<file path="src/rtl/axil_pkg.sv">
// Shared definitions for the AXI4-Lite register slave: response codes and FSM states.
// Latency: n/a (types and constants only).
// Backpressure: n/a.
package axil_pkg;

    localparam logic [1:0] RESP_OKAY   = 2'b00;
    localparam logic [1:0] RESP_SLVERR = 2'b10;

    typedef enum logic {
        W_IDLE,
        W_RESP
    } wr_state_t;

    typedef enum logic {
        R_IDLE,
        R_DATA
    } rd_state_t;

endpackage

</file>
<file path="src/rtl/axil_reg_slave_if.sv">
// AXI4-Lite slave-side channel bundle (AW, W, B, AR, R) with master/slave views.
// Latency: n/a (wires only).
// Backpressure: plain valid/ready on every channel.
interface axil_reg_slave_if #(
    parameter int ADDR_W = 32,
    parameter int DATA_W = 32
) ();

    logic                  s_awvalid;
    logic                  s_awready;
    logic [ADDR_W-1:0]     s_awaddr;

    logic                  s_wvalid;
    logic                  s_wready;
    logic [DATA_W-1:0]     s_wdata;
    logic [DATA_W/8-1:0]   s_wstrb;

    logic                  s_bvalid;
    logic                  s_bready;
    logic [1:0]            s_bresp;

    logic                  s_arvalid;
    logic                  s_arready;
    logic [ADDR_W-1:0]     s_araddr;

    logic                  s_rvalid;
    logic                  s_rready;
    logic [DATA_W-1:0]     s_rdata;
    logic [1:0]            s_rresp;

    modport master (
        output s_awvalid, s_awaddr,
        input  s_awready,
        output s_wvalid, s_wdata, s_wstrb,
        input  s_wready,
        input  s_bvalid, s_bresp,
        output s_bready,
        output s_arvalid, s_araddr,
        input  s_arready,
        input  s_rvalid, s_rdata, s_rresp,
        output s_rready
    );

    modport slave (
        input  s_awvalid, s_awaddr,
        output s_awready,
        input  s_wvalid, s_wdata, s_wstrb,
        output s_wready,
        output s_bvalid, s_bresp,
        input  s_bready,
        input  s_arvalid, s_araddr,
        output s_arready,
        output s_rvalid, s_rdata, s_rresp,
        input  s_rready
    );

endinterface

</file>
<file path="src/rtl/axil_reg_bank.sv">
// Register storage with byte-lane merge; AXIL_SLV_WSTRB_EN enables per-byte strobes, otherwise full words.
// Latency: write visible on i_/o_reg_q one cycle after i_wr_en.
// Backpressure: none, accepts a write every cycle.
module axil_reg_bank #(
    parameter int DATA_W = 32,
    parameter int NREGS  = 16,
    parameter int IDX_W  = $clog2(NREGS)
) (
    input  logic                    clk,
    input  logic                    rst_n,
    input  logic                    i_wr_en,
    input  logic [IDX_W-1:0]        i_wr_idx,
    input  logic [DATA_W-1:0]       i_wr_data,
    input  logic [DATA_W/8-1:0]     i_wr_strb,
    output logic [NREGS*DATA_W-1:0] o_reg_q
);

    localparam int NBYTES = DATA_W / 8;

    logic [DATA_W-1:0] r_regs [NREGS];
    logic [NBYTES-1:0] w_be;

`ifdef AXIL_SLV_WSTRB_EN
    assign w_be = i_wr_strb;
`else
    // Strobes are ignored in this build: every write replaces the whole word.
    assign w_be = '1;
    wire w_unused_strb = ^i_wr_strb;
`endif

    // Storage: cleared on reset, byte lanes merged on a committed write.
    always_ff @(posedge clk or negedge rst_n) begin
        if (!rst_n) begin
            for (int k = 0; k < NREGS; k++) begin
                r_regs[k] <= '0;
            end
        end else if (i_wr_en) begin
            for (int b = 0; b < NBYTES; b++) begin
                if (w_be[b]) begin
                    r_regs[i_wr_idx][b*8 +: 8] <= i_wr_data[b*8 +: 8];
                end
            end
        end
    end

    for (genvar g = 0; g < NREGS; g++) begin : g_flat
        assign o_reg_q[g*DATA_W +: DATA_W] = r_regs[g];
    end

endmodule

</file>
<file path="src/rtl/axil_reg_slave.sv">
// AXI4-Lite register slave: independent write/read FSMs, address decode, storage in axil_reg_bank (AXIL_SLV_WSTRB_EN enables byte strobes).
// Latency: B one cycle after both AW and W are held; R one cycle after the AR handshake.
// Backpressure: readies drop while a beat is held or a response is pending; B/R hold until bready/rready.
module axil_reg_slave
    import axil_pkg::*;
#(
    parameter int ADDR_W = 32,
    parameter int DATA_W = 32,
    parameter int NREGS  = 16
) (
    input  logic                    clk,
    input  logic                    rst_n,
    axil_reg_slave_if.slave         s,
    output logic [NREGS*DATA_W-1:0] reg_q
);

    localparam int IDX_LSB = $clog2(DATA_W / 8);
    localparam int IDX_W   = $clog2(NREGS);
    localparam int IDX_TOP = IDX_LSB + IDX_W;

    // ---------------- write side ----------------
    wr_state_t             r_wst;
    logic                  r_awready;
    logic                  r_wready;
    logic                  r_aw_held;
    logic                  r_w_held;
    logic [ADDR_W-1:0]     r_awaddr;
    logic [DATA_W-1:0]     r_wdata;
    logic [DATA_W/8-1:0]   r_wstrb;
    logic                  r_bvalid;
    logic [1:0]            r_bresp;

    logic                  w_aw_hs;
    logic                  w_w_hs;
    logic                  w_commit;
    logic [ADDR_W-1:0]     w_awaddr;
    logic [DATA_W-1:0]     w_wdata;
    logic [DATA_W/8-1:0]   w_wstrb;
    logic [IDX_W-1:0]      w_aw_idx;
    logic                  w_aw_oor;

    assign w_aw_hs  = s.s_awvalid & r_awready;
    assign w_w_hs   = s.s_wvalid  & r_wready;

    // A held beat wins over the bus; its ready is low so the bus beat cannot also be taken.
    assign w_awaddr = r_aw_held ? r_awaddr : s.s_awaddr;
    assign w_wdata  = r_w_held  ? r_wdata  : s.s_wdata;
    assign w_wstrb  = r_w_held  ? r_wstrb  : s.s_wstrb;

    assign w_aw_idx = w_awaddr[IDX_LSB +: IDX_W];
    assign w_aw_oor = |(w_awaddr >> IDX_TOP);

    assign w_commit = (r_wst == W_IDLE) & (w_aw_hs | r_aw_held) & (w_w_hs | r_w_held);

    // Write FSM: collect AW and W in any order, commit, then hold B until bready.
    always_ff @(posedge clk or negedge rst_n) begin
        if (!rst_n) begin
            r_wst     <= W_IDLE;
            r_awready <= 1'b0;
            r_wready  <= 1'b0;
            r_aw_held <= 1'b0;
            r_w_held  <= 1'b0;
            r_awaddr  <= '0;
            r_wdata   <= '0;
            r_wstrb   <= '0;
            r_bvalid  <= 1'b0;
            r_bresp   <= RESP_OKAY;
        end else begin
            case (r_wst)
                W_IDLE: begin
                    if (w_commit) begin
                        r_wst     <= W_RESP;
                        r_awready <= 1'b0;
                        r_wready  <= 1'b0;
                        r_aw_held <= 1'b0;
                        r_w_held  <= 1'b0;
                        r_bvalid  <= 1'b1;
                        r_bresp   <= w_aw_oor ? RESP_SLVERR : RESP_OKAY;
                    end else begin
                        if (w_aw_hs) begin
                            r_aw_held <= 1'b1;
                            r_awaddr  <= s.s_awaddr;
                            r_awready <= 1'b0;
                        end else begin
                            r_awready <= ~r_aw_held;
                        end
                        if (w_w_hs) begin
                            r_w_held  <= 1'b1;
                            r_wdata   <= s.s_wdata;
                            r_wstrb   <= s.s_wstrb;
                            r_wready  <= 1'b0;
                        end else begin
                            r_wready  <= ~r_w_held;
                        end
                    end
                end
                W_RESP: begin
                    if (s.s_bready) begin
                        r_wst     <= W_IDLE;
                        r_bvalid  <= 1'b0;
                        r_bresp   <= RESP_OKAY;
                        r_awready <= 1'b1;
                        r_wready  <= 1'b1;
                    end
                end
                default: r_wst <= W_IDLE;
            endcase
        end
    end

    assign s.s_awready = r_awready;
    assign s.s_wready  = r_wready;
    assign s.s_bvalid  = r_bvalid;
    assign s.s_bresp   = r_bresp;

    // ---------------- storage ----------------
    axil_reg_bank #(
        .DATA_W (DATA_W),
        .NREGS  (NREGS),
        .IDX_W  (IDX_W)
    ) u_bank (
        .clk       (clk),
        .rst_n     (rst_n),
        .i_wr_en   (w_commit & ~w_aw_oor),
        .i_wr_idx  (w_aw_idx),
        .i_wr_data (w_wdata),
        .i_wr_strb (w_wstrb),
        .o_reg_q   (reg_q)
    );

    // ---------------- read side ----------------
    rd_state_t             r_rst;
    logic                  r_arready;
    logic                  r_rvalid;
    logic [DATA_W-1:0]     r_rdata;
    logic [1:0]            r_rresp;

    logic                  w_ar_hs;
    logic [IDX_W-1:0]      w_ar_idx;
    logic                  w_ar_oor;
    logic [DATA_W-1:0]     w_rd_word;

    assign w_ar_hs   = s.s_arvalid & r_arready;
    assign w_ar_idx  = s.s_araddr[IDX_LSB +: IDX_W];
    assign w_ar_oor  = |(s.s_araddr >> IDX_TOP);
    // Sampled from the bank's current contents, so a write committing on the same edge is not seen.
    assign w_rd_word = reg_q[w_ar_idx*DATA_W +: DATA_W];

    // Read FSM: capture data on AR, hold R until rready.
    always_ff @(posedge clk or negedge rst_n) begin
        if (!rst_n) begin
            r_rst     <= R_IDLE;
            r_arready <= 1'b0;
            r_rvalid  <= 1'b0;
            r_rdata   <= '0;
            r_rresp   <= RESP_OKAY;
        end else begin
            case (r_rst)
                R_IDLE: begin
                    if (w_ar_hs) begin
                        r_rst     <= R_DATA;
                        r_arready <= 1'b0;
                        r_rvalid  <= 1'b1;
                        r_rdata   <= w_ar_oor ? '0 : w_rd_word;
                        r_rresp   <= w_ar_oor ? RESP_SLVERR : RESP_OKAY;
                    end else begin
                        r_arready <= 1'b1;
                    end
                end
                R_DATA: begin
                    if (s.s_rready) begin
                        r_rst     <= R_IDLE;
                        r_rvalid  <= 1'b0;
                        r_arready <= 1'b1;
                    end
                end
                default: r_rst <= R_IDLE;
            endcase
        end
    end

    assign s.s_arready = r_arready;
    assign s.s_rvalid  = r_rvalid;
    assign s.s_rdata   = r_rdata;
    assign s.s_rresp   = r_rresp;

endmodule

</file>
<file path="src/flat_wrapper.sv">
// flat-port wrapper written by rule: the top's interface ports become plain ports
module axil_reg_slave_flat import axil_pkg::*;
#(
    parameter int ADDR_W = 32,
    parameter int DATA_W = 32,
    parameter int NREGS  = 16
)
  (clk, rst_n, reg_q, s_s_awvalid, s_s_awaddr, s_s_awready, s_s_wvalid, s_s_wdata, s_s_wstrb, s_s_wready, s_s_bvalid, s_s_bresp, s_s_bready, s_s_arvalid, s_s_araddr, s_s_arready, s_s_rvalid, s_s_rdata, s_s_rresp, s_s_rready);
  axil_reg_slave_if #(.ADDR_W(ADDR_W), .DATA_W(DATA_W)) s_i ();
  input  logic clk;
  input  logic rst_n;
  output logic [NREGS*DATA_W-1:0] reg_q;
  input wire logic [$bits(s_i.s_awvalid)-1:0] s_s_awvalid;
  input wire logic [$bits(s_i.s_awaddr)-1:0] s_s_awaddr;
  output wire logic [$bits(s_i.s_awready)-1:0] s_s_awready;
  input wire logic [$bits(s_i.s_wvalid)-1:0] s_s_wvalid;
  input wire logic [$bits(s_i.s_wdata)-1:0] s_s_wdata;
  input wire logic [$bits(s_i.s_wstrb)-1:0] s_s_wstrb;
  output wire logic [$bits(s_i.s_wready)-1:0] s_s_wready;
  output wire logic [$bits(s_i.s_bvalid)-1:0] s_s_bvalid;
  output wire logic [$bits(s_i.s_bresp)-1:0] s_s_bresp;
  input wire logic [$bits(s_i.s_bready)-1:0] s_s_bready;
  input wire logic [$bits(s_i.s_arvalid)-1:0] s_s_arvalid;
  input wire logic [$bits(s_i.s_araddr)-1:0] s_s_araddr;
  output wire logic [$bits(s_i.s_arready)-1:0] s_s_arready;
  output wire logic [$bits(s_i.s_rvalid)-1:0] s_s_rvalid;
  output wire logic [$bits(s_i.s_rdata)-1:0] s_s_rdata;
  output wire logic [$bits(s_i.s_rresp)-1:0] s_s_rresp;
  input wire logic [$bits(s_i.s_rready)-1:0] s_s_rready;
  assign s_i.s_awvalid = s_s_awvalid;
  assign s_i.s_awaddr = s_s_awaddr;
  assign s_s_awready = s_i.s_awready;
  assign s_i.s_wvalid = s_s_wvalid;
  assign s_i.s_wdata = s_s_wdata;
  assign s_i.s_wstrb = s_s_wstrb;
  assign s_s_wready = s_i.s_wready;
  assign s_s_bvalid = s_i.s_bvalid;
  assign s_s_bresp = s_i.s_bresp;
  assign s_i.s_bready = s_s_bready;
  assign s_i.s_arvalid = s_s_arvalid;
  assign s_i.s_araddr = s_s_araddr;
  assign s_s_arready = s_i.s_arready;
  assign s_s_rvalid = s_i.s_rvalid;
  assign s_s_rdata = s_i.s_rdata;
  assign s_s_rresp = s_i.s_rresp;
  assign s_i.s_rready = s_s_rready;
  axil_reg_slave #(.ADDR_W(ADDR_W), .DATA_W(DATA_W), .NREGS(NREGS)) u_core (.clk(clk), .rst_n(rst_n), .s(s_i), .reg_q(reg_q));
endmodule
</file>
<file path="config.mk">
export PLATFORM = sky130hd
export DESIGN_NAME = axil_reg_slave_flat
export DESIGN_NICKNAME = d
export VERILOG_FILES = /design/src/rtl/axil_pkg.sv /design/src/rtl/axil_reg_slave_if.sv /design/src/rtl/axil_reg_bank.sv /design/src/rtl/axil_reg_slave.sv /design/src/flat_wrapper.sv
export SDC_FILE = /design/constraint.sdc
export NUM_CORES = 1
export LEC_CHECK = 0
export CAP_MARGIN = 20
export CORE_AREA = 2 2 259 261
export DETAILED_ROUTE_END_ITERATION = 6
export DIE_AREA = 0 0 261 263
export GPL_ROUTABILITY_DRIVEN = 0
export PLACE_DENSITY_LB_ADDON = 0.2
export SLEW_MARGIN = 25
export SYNTH_ARGS = -nofsm -noshare
export SYNTH_HDL_FRONTEND = slang
export SYNTH_SLANG_ARGS = --single-unit
</file>
<file path="constraint.sdc">
create_clock -name clk -period 3.16 [get_ports clk]
set_input_delay 0.79 -clock clk [delete_from_list [all_inputs] [get_ports clk]]
set_output_delay 0.79 -clock clk [all_outputs]
set_load 0.005 [all_outputs]
</file>
==> reports/summary.txt, run 1 <==
chip width: 261 um
crit path capture type: register
final WL: 100000 um
Post-Syn Area: 0.0273 mm2
static leakage: 17.5 nW
Die Footprint: 0.0686 mm2
Starting Density: 41.5%
DR vias: 19216
outcome: complete, no violations
max frequency: 362 MHz
drt first-iter violations: 1482
Routed Antenna Nets: 0
final clock skew: 0.0274 ns
Synth Area in XOR/XNOR: 0%
Synth async-reset ratio: 100%
sequential element share of the synthesized area: 56.6%
setup violators final: 0
Synth area leader: dfrtp_1
Synth Area in Simple Gates: 2.05%
area delta synth->final: 38.5%
Power Density: 520 mW/mm2
hold buffers post-CTS: 0
min-delay worst type: input port to asynchronous set/reset pin
ranking of synthesized cells by area: dfrtp_1 57%, mux2_2 19%, mux4_2 11%, mux2_1 5.5%, a22oi_1 1.8%
most frequent CP cell: nand4_1
CP arrival: 3.24 ns
number of synthesized register bits: 617
GRT Overall Usage: 29.1%
die height: 263 um
Slowest-stage cell, CP: dfrtp_1
Ports: 660
syn avg cell area: 15.7 um2
GRT overflow: 0
slew margin rel.: 53.0%
worst-margin pin slew: 0.705 ns
CP required: 3.64 ns
first-pass GRT wire length: 145000 um
Core ar.: 0.0656 mm2
CP bufs+invs: 2
port buffer count: 649
CP cell instances: nor4b_1 > nand4_1 > a22oi_2 > buf_12 > nand4_1 > buf_4 > mux2_1
Layout Nets: 2515
largest net degree at the start of global routing: 61
share of the clock period used by the worst path: 87.3%
Adder-Cell Fraction of Synth Area: 0%
1st-pass router iterations: 5
placed inst area: 0.0354 mm2
commonest cells in the netlist: 617 x dfrtp_1, 470 x mux2_2, 134 x mux2_1
post_cts resized: 0
most common flop cell mapped by yosys: dfrtp_1
share of cells above drive strength 1: 33.4%
slowest stage delay, CP: 0.77 ns
critical path type: register to register
CTS tree: done
RSZ-0062 raised after global routing: no
Synth Area in Compound Gates: 3.36%
Setup crit start kind: register
Max Root-Sink Buffers: 3
Peak supply drop: 0.000415 V
Clock Latency Late Sink: 0.61 ns
drc violations: 0
Syn Inst Count: 1734
Clock Sinks: 617
CP startpoint: u_core.r_aw_held
post-DP HPWL: 70500 um
largest family of logic cells by synthesized area: multiplexers
clk slew on worst S/H paths: 0.06 ns
post-CTS setup buffers: 0
mux cell area share after synthesis: 35.5%
H-Tree Depth: 3
worst hold slack: 0.0858 ns
delay-heaviest family, CP: flip-flops
Root Buffer: clkbuf_16
clock buffer count from CTS: 69
EDFF count, synth: 0
share of the synthesized area in the top cell type: 56.6%
Max Slew Vio Count: 0
Crit Path Max Fanout: 18
DR vias/cell: 5.77
Final Instance Area: 0.0378 mm2
Period minus WS final: 2.76 ns
final hold violations: 0
most common cell in the netlist: dfrtp_1
vias in the first global route: 20222
max-cap viol count: 0
initial antenna violation count: 7
worst r2r src: u_core.r_aw_held
routed len/inst: 30.1 um
Syn. warnings: 0
FP Rows: 94
Yosys cell types: 35
==> logic make-up after synthesis <==
logic type             count (synthesis)
muxes                                732
other                                  1
DFF                                  617
buffers and inverters                154
and+or+nand+nor                      112
AOI/OAI and AO/OA                    118
==> power by group <==
| part | leakage, nW | internal, mW | switching [mW] | total [mW] |
|---|---|---|---|---|
| clock network | 1.14 | 4.87 | 3.26 | 8.12 |
| logic | 7.89 | 1.09 | 1.76 | 2.86 |
| registers | 8.46 | 8.37 | 0.293 | 8.66 |
| total | 17.5 | 14.3 | 5.31 | 19.6 |
==> path summary, 6_finish.rpt <==
kind / end / slack, ns / cells past startpoint
setup / recovery: u_core.u_bank.o_reg_q[201] / 0.40 / 7
hold / removal: u_core.r_awaddr[26] / 0.09 / 1
setup reg to reg: u_core.u_bank.o_reg_q[201] / 0.40 / 7
hold reg to reg: u_core.s.s_rdata[15] / 0.50 / 1
max in group asynchronous: u_core.u_bank.o_reg_q[8] / 2.01 / 3
min in group clk: u_core.s.s_rdata[15] / 0.50 / 1
==> sequential cells by signal, summed over array words and instances (netlist names) <==
signal	flops
u_core.s.s_rdata	32
u_core.s.s_awready	1
u_core.r_wdata	32
u_core.s.s_bresp	1
u_core.s.s_arready	1
u_core.r_awaddr	30
u_core.s.s_wready	1
u_core.s.s_rresp	1
u_core.r_aw_held	1
u_core.u_bank.o_reg_q	512
u_core.r_wst	1
u_core.r_w_held	1
u_core.s.s_rvalid	1
u_core.s.s_bvalid	1
u_core.r_rst	1
==> through the flow <==
stage	std cells	total power, mW	setup slack [ns]	TNS [ns]	utilization (%)
after floorplan	1735	10.4	0.485	0	-
after global placement	3201	11.5	0.0145	0	54.0
after detailed placement	3201	11.6	-0.0530	-0.462	54.0
after CTS	3324	19.8	0.380	0	57.5
after global routing	3327	20.4	0.214	0	57.5
final	3328	19.6	0.400	0	57.5
==> final cells by class <==
class | count | area [um2]
antenna | 4 | 10.0
clock buffer | 107 | 2120
clock inverter | 16 | 188
fill | 5276 | 27900
inverter | 6 | 22.5
multi-input combinational | 964 | 11200
sequential | 617 | 15400
tap | 864 | 1080
timing repair buffer | 750 | 7680
==> cells in the final DEF, fill, tap and decap left out, types with 5 or more instances in the layout <==
| cell type | Yosys | layout |
|---|---|---|
| a22o_1 | 33 | 33 |
| a22oi_1 | 64 | 64 |
| buf_12 | 0 | 33 |
| buf_4 | 2 | 68 |
| clkbuf_1 | 80 | 15 |
| clkbuf_16 | 0 | 71 |
| clkbuf_8 | 0 | 22 |
| clkdlybuf4s50_1 | 0 | 646 |
| clkinv_2 | 0 | 8 |
| dfrtp_1 | 617 | 616 |
| inv_1 | 6 | 6 |
| mux2_1 | 134 | 134 |
| mux2_2 | 470 | 470 |
| mux4_2 | 128 | 128 |
| nand2_1 | 45 | 44 |
| nand2b_1 | 6 | 6 |
| nand4_1 | 17 | 17 |
| nor2_1 | 12 | 11 |
| nor3_1 | 5 | 5 |
| nor4_1 | 13 | 12 |
==> metal layers <==
layer,share of wire (%),vias up,wire [um],track usage (%)
met1,40,10339,39700,37.2
li1,-,7898,-,-
met5,0.012,-,12,0
met3,8.4,182,8390,8.45
met4,3.9,2,3930,10.8
met2,48,795,48200,47.0
==> worst register-to-register path: cells and delay by family (launching register included) <==
kind,cells,cell delay (ns)
AND/OR/NAND/NOR,3,0.76
multiplexers,1,0.39
flip-flops,1,0.77
AO/OA/AOI/OAI,1,0.22
buffers and inverters,2,0.51
No activity file was read; power rests on OpenSTA's default activity.
==> run 2: changes to the inputs <==
--- a/config.mk
+++ b/config.mk
@@ -6,9 +6,10 @@
 export NUM_CORES = 1
 export LEC_CHECK = 0
 export CAP_MARGIN = 20
-export CORE_AREA = 2 2 259 261
+export CORE_ASPECT_RATIO = 0.5
+export CORE_MARGIN = 1
+export CORE_UTILIZATION = 50
 export DETAILED_ROUTE_END_ITERATION = 6
-export DIE_AREA = 0 0 261 263
 export GPL_ROUTABILITY_DRIVEN = 0
 export PLACE_DENSITY_LB_ADDON = 0.2
 export SLEW_MARGIN = 25
==> constraint.sdc (replaced) <==
create_clock -name clk -period 3.16 [get_ports clk]
set_input_delay 0.948 -clock clk [delete_from_list [all_inputs] [get_ports clk]]
set_output_delay 0.948 -clock clk [all_outputs]
set_load 0.005 [all_outputs]
==> reports/summary.txt, run 2 (synthesis gave the netlist of run 1 again) <==
DR vias: 18941
FP Rows: 60
hold buffers post-CTS: 0
static leakage: 17.3 nW
routed len/inst: 28.6 um
CP required: 3.63 ns
CP arrival: 3.33 ns
share of cells above drive strength 1: 32.9%
final WL: 90300 um
Period minus WS final: 2.86 ns
CP bufs+invs: 2
GRT Overall Usage: 32.5%
slew margin rel.: 29.9%
DR vias/cell: 6.00
critical path type: register to register
slowest stage delay, CP: 0.77 ns
die height: 167 um
final clock skew: 0.0247 ns
most frequent CP cell: buf_12
min-delay worst type: input port to asynchronous set/reset pin
CP cell instances: nor4b_1 > nand3_1 > a22oi_2 > buf_12 > nand4_1 > buf_12 > mux2_2
clk slew on worst S/H paths: 0.07 ns
register area: 0.0154 mm2
H-Tree Depth: 2
Max Root-Sink Buffers: 3
setup violators final: 0
Max Slew Vio Count: 0
final hold violations: 0
Pwr Total: 18.3 mW
commonest non-fill, non-tap cells in the layout: 646 x clkdlybuf4s50_1, 616 x dfrtp_1, 470 x mux2_2, 134 x mux2_1, 128 x mux4_2
max reg flops: 512
area delta synth->final: 36.2%
RSZ-0062 raised after global routing: no
outcome: complete, no violations
post-CTS setup buffers: 0
Die Footprint: 0.0555 mm2
Core ar.: 0.0538 mm2
Clock Sinks: 617
Clock Latency Late Sink: 0.61 ns
footprint of the multi-input gates: 0.0112 mm2
Peak supply drop: 0.000311 V
1st-pass router iterations: 5
GRT overflow: 0
largest net degree at the start of global routing: 89
CTS tree: done
Power Density: 492 mW/mm2
first-pass GRT wire length: 132000 um
clock buffer count from CTS: 54
Root Buffer: clkbuf_16
Setup crit start kind: register
drc violations: 0
drt first-iter violations: 1530
R2R Setup Slk: 0.30 ns
Filler cells: 3735
worst-margin pin slew: 1.05 ns
Final Instance Area: 0.0371 mm2
Slowest-stage cell, CP: dfrtp_1
Layout Nets: 2503
Ports: 660
port buffer count: 649
post_cts resized: 0
post-DP HPWL: 63700 um
crit path capture type: register
max frequency: 350 MHz
initial antenna violation count: 4
placed inst area: 0.0353 mm2
Starting Density: 50.7%
max-cap viol count: 0
vias in the first global route: 19557
most common cell after layout, fill and taps aside: clkdlybuf4s50_1
Routed Antenna Nets: 0
delay-heaviest family, CP: simple AND/OR/NAND/NOR gates
chip width: 332 um
share of the clock period used by the worst path: 90.4%
Crit Path Max Fanout: 20
## run 2: stage by stage
stage	utilization (%)	hold slack [ns]	cells	TNS, ns	worst slack [ns]
5_1_grt	69.1	0.232	3154	0	0.151
6_report	69.1	0.232	3155	0	0.303
4_1_cts	69.1	0.230	3151	0	0.389
2_1_floorplan	-	0.467	1735	0	0.327
3_3_place_gp	65.7	0.462	3053	-8.50	-0.0805
3_5_place_dp	65.7	0.475	3053	-5.05	-0.0688
## run 2: cell type report
type                       count  area share, %
clock buffer                  78           4.21
tap                          713           2.40
inverter                       6         0.0607
multi-input combinational    964           30.2
clock inverter                20          0.603
antenna                        4         0.0270
sequential                   617           41.6
timing repair buffer         753           20.9
## run 2: per-layer routing
metal / up-vias / wire (um) / GRT usage, %
met3: 226 / 5070 / 5.76
li1: 7852 / - / -
met1: 10148 / 36200 / 42.1
met5: - / 0 / 0
met4: 0 / 5210 / 16.5
met2: 715 / 43800 / 53.3
## run 2: final timing paths
check                             startpoint                    endpoint  depth (start not counted)
max in group asynchronous              rst_n  u_core.u_bank.o_reg_q[225]                          3
hold / removal                         rst_n  u_core.u_bank.o_reg_q[176]                          1
setup reg to reg            u_core.r_aw_held  u_core.u_bank.o_reg_q[138]                          7
setup / recovery            u_core.r_aw_held  u_core.u_bank.o_reg_q[138]                          7
hold reg to reg            u_core.s.s_rvalid           u_core.s.s_rvalid                          2
min in group clk           u_core.s.s_rvalid           u_core.s.s_rvalid                          2
## run 2: worst reg2reg max path: cells and delay by family, from the launching register on
| kind | cells | cell delay, ns |
|---|---|---|
| AND/OR/NAND/NOR | 3 | 0.89 |
| flip-flops | 1 | 0.77 |
| buffers and inverters | 2 | 0.45 |
| multiplexers | 1 | 0.33 |
| AO/OA/AOI/OAI | 1 | 0.28 |
## run 2: power by group
part	leakage [nW]	switching [mW]	internal, mW	total [mW]
registers	8.46	0.279	8.36	8.64
clock network	0.882	3.05	3.76	6.81
logic	7.93	1.72	1.09	2.81
total	17.3	5.05	13.2	18.3
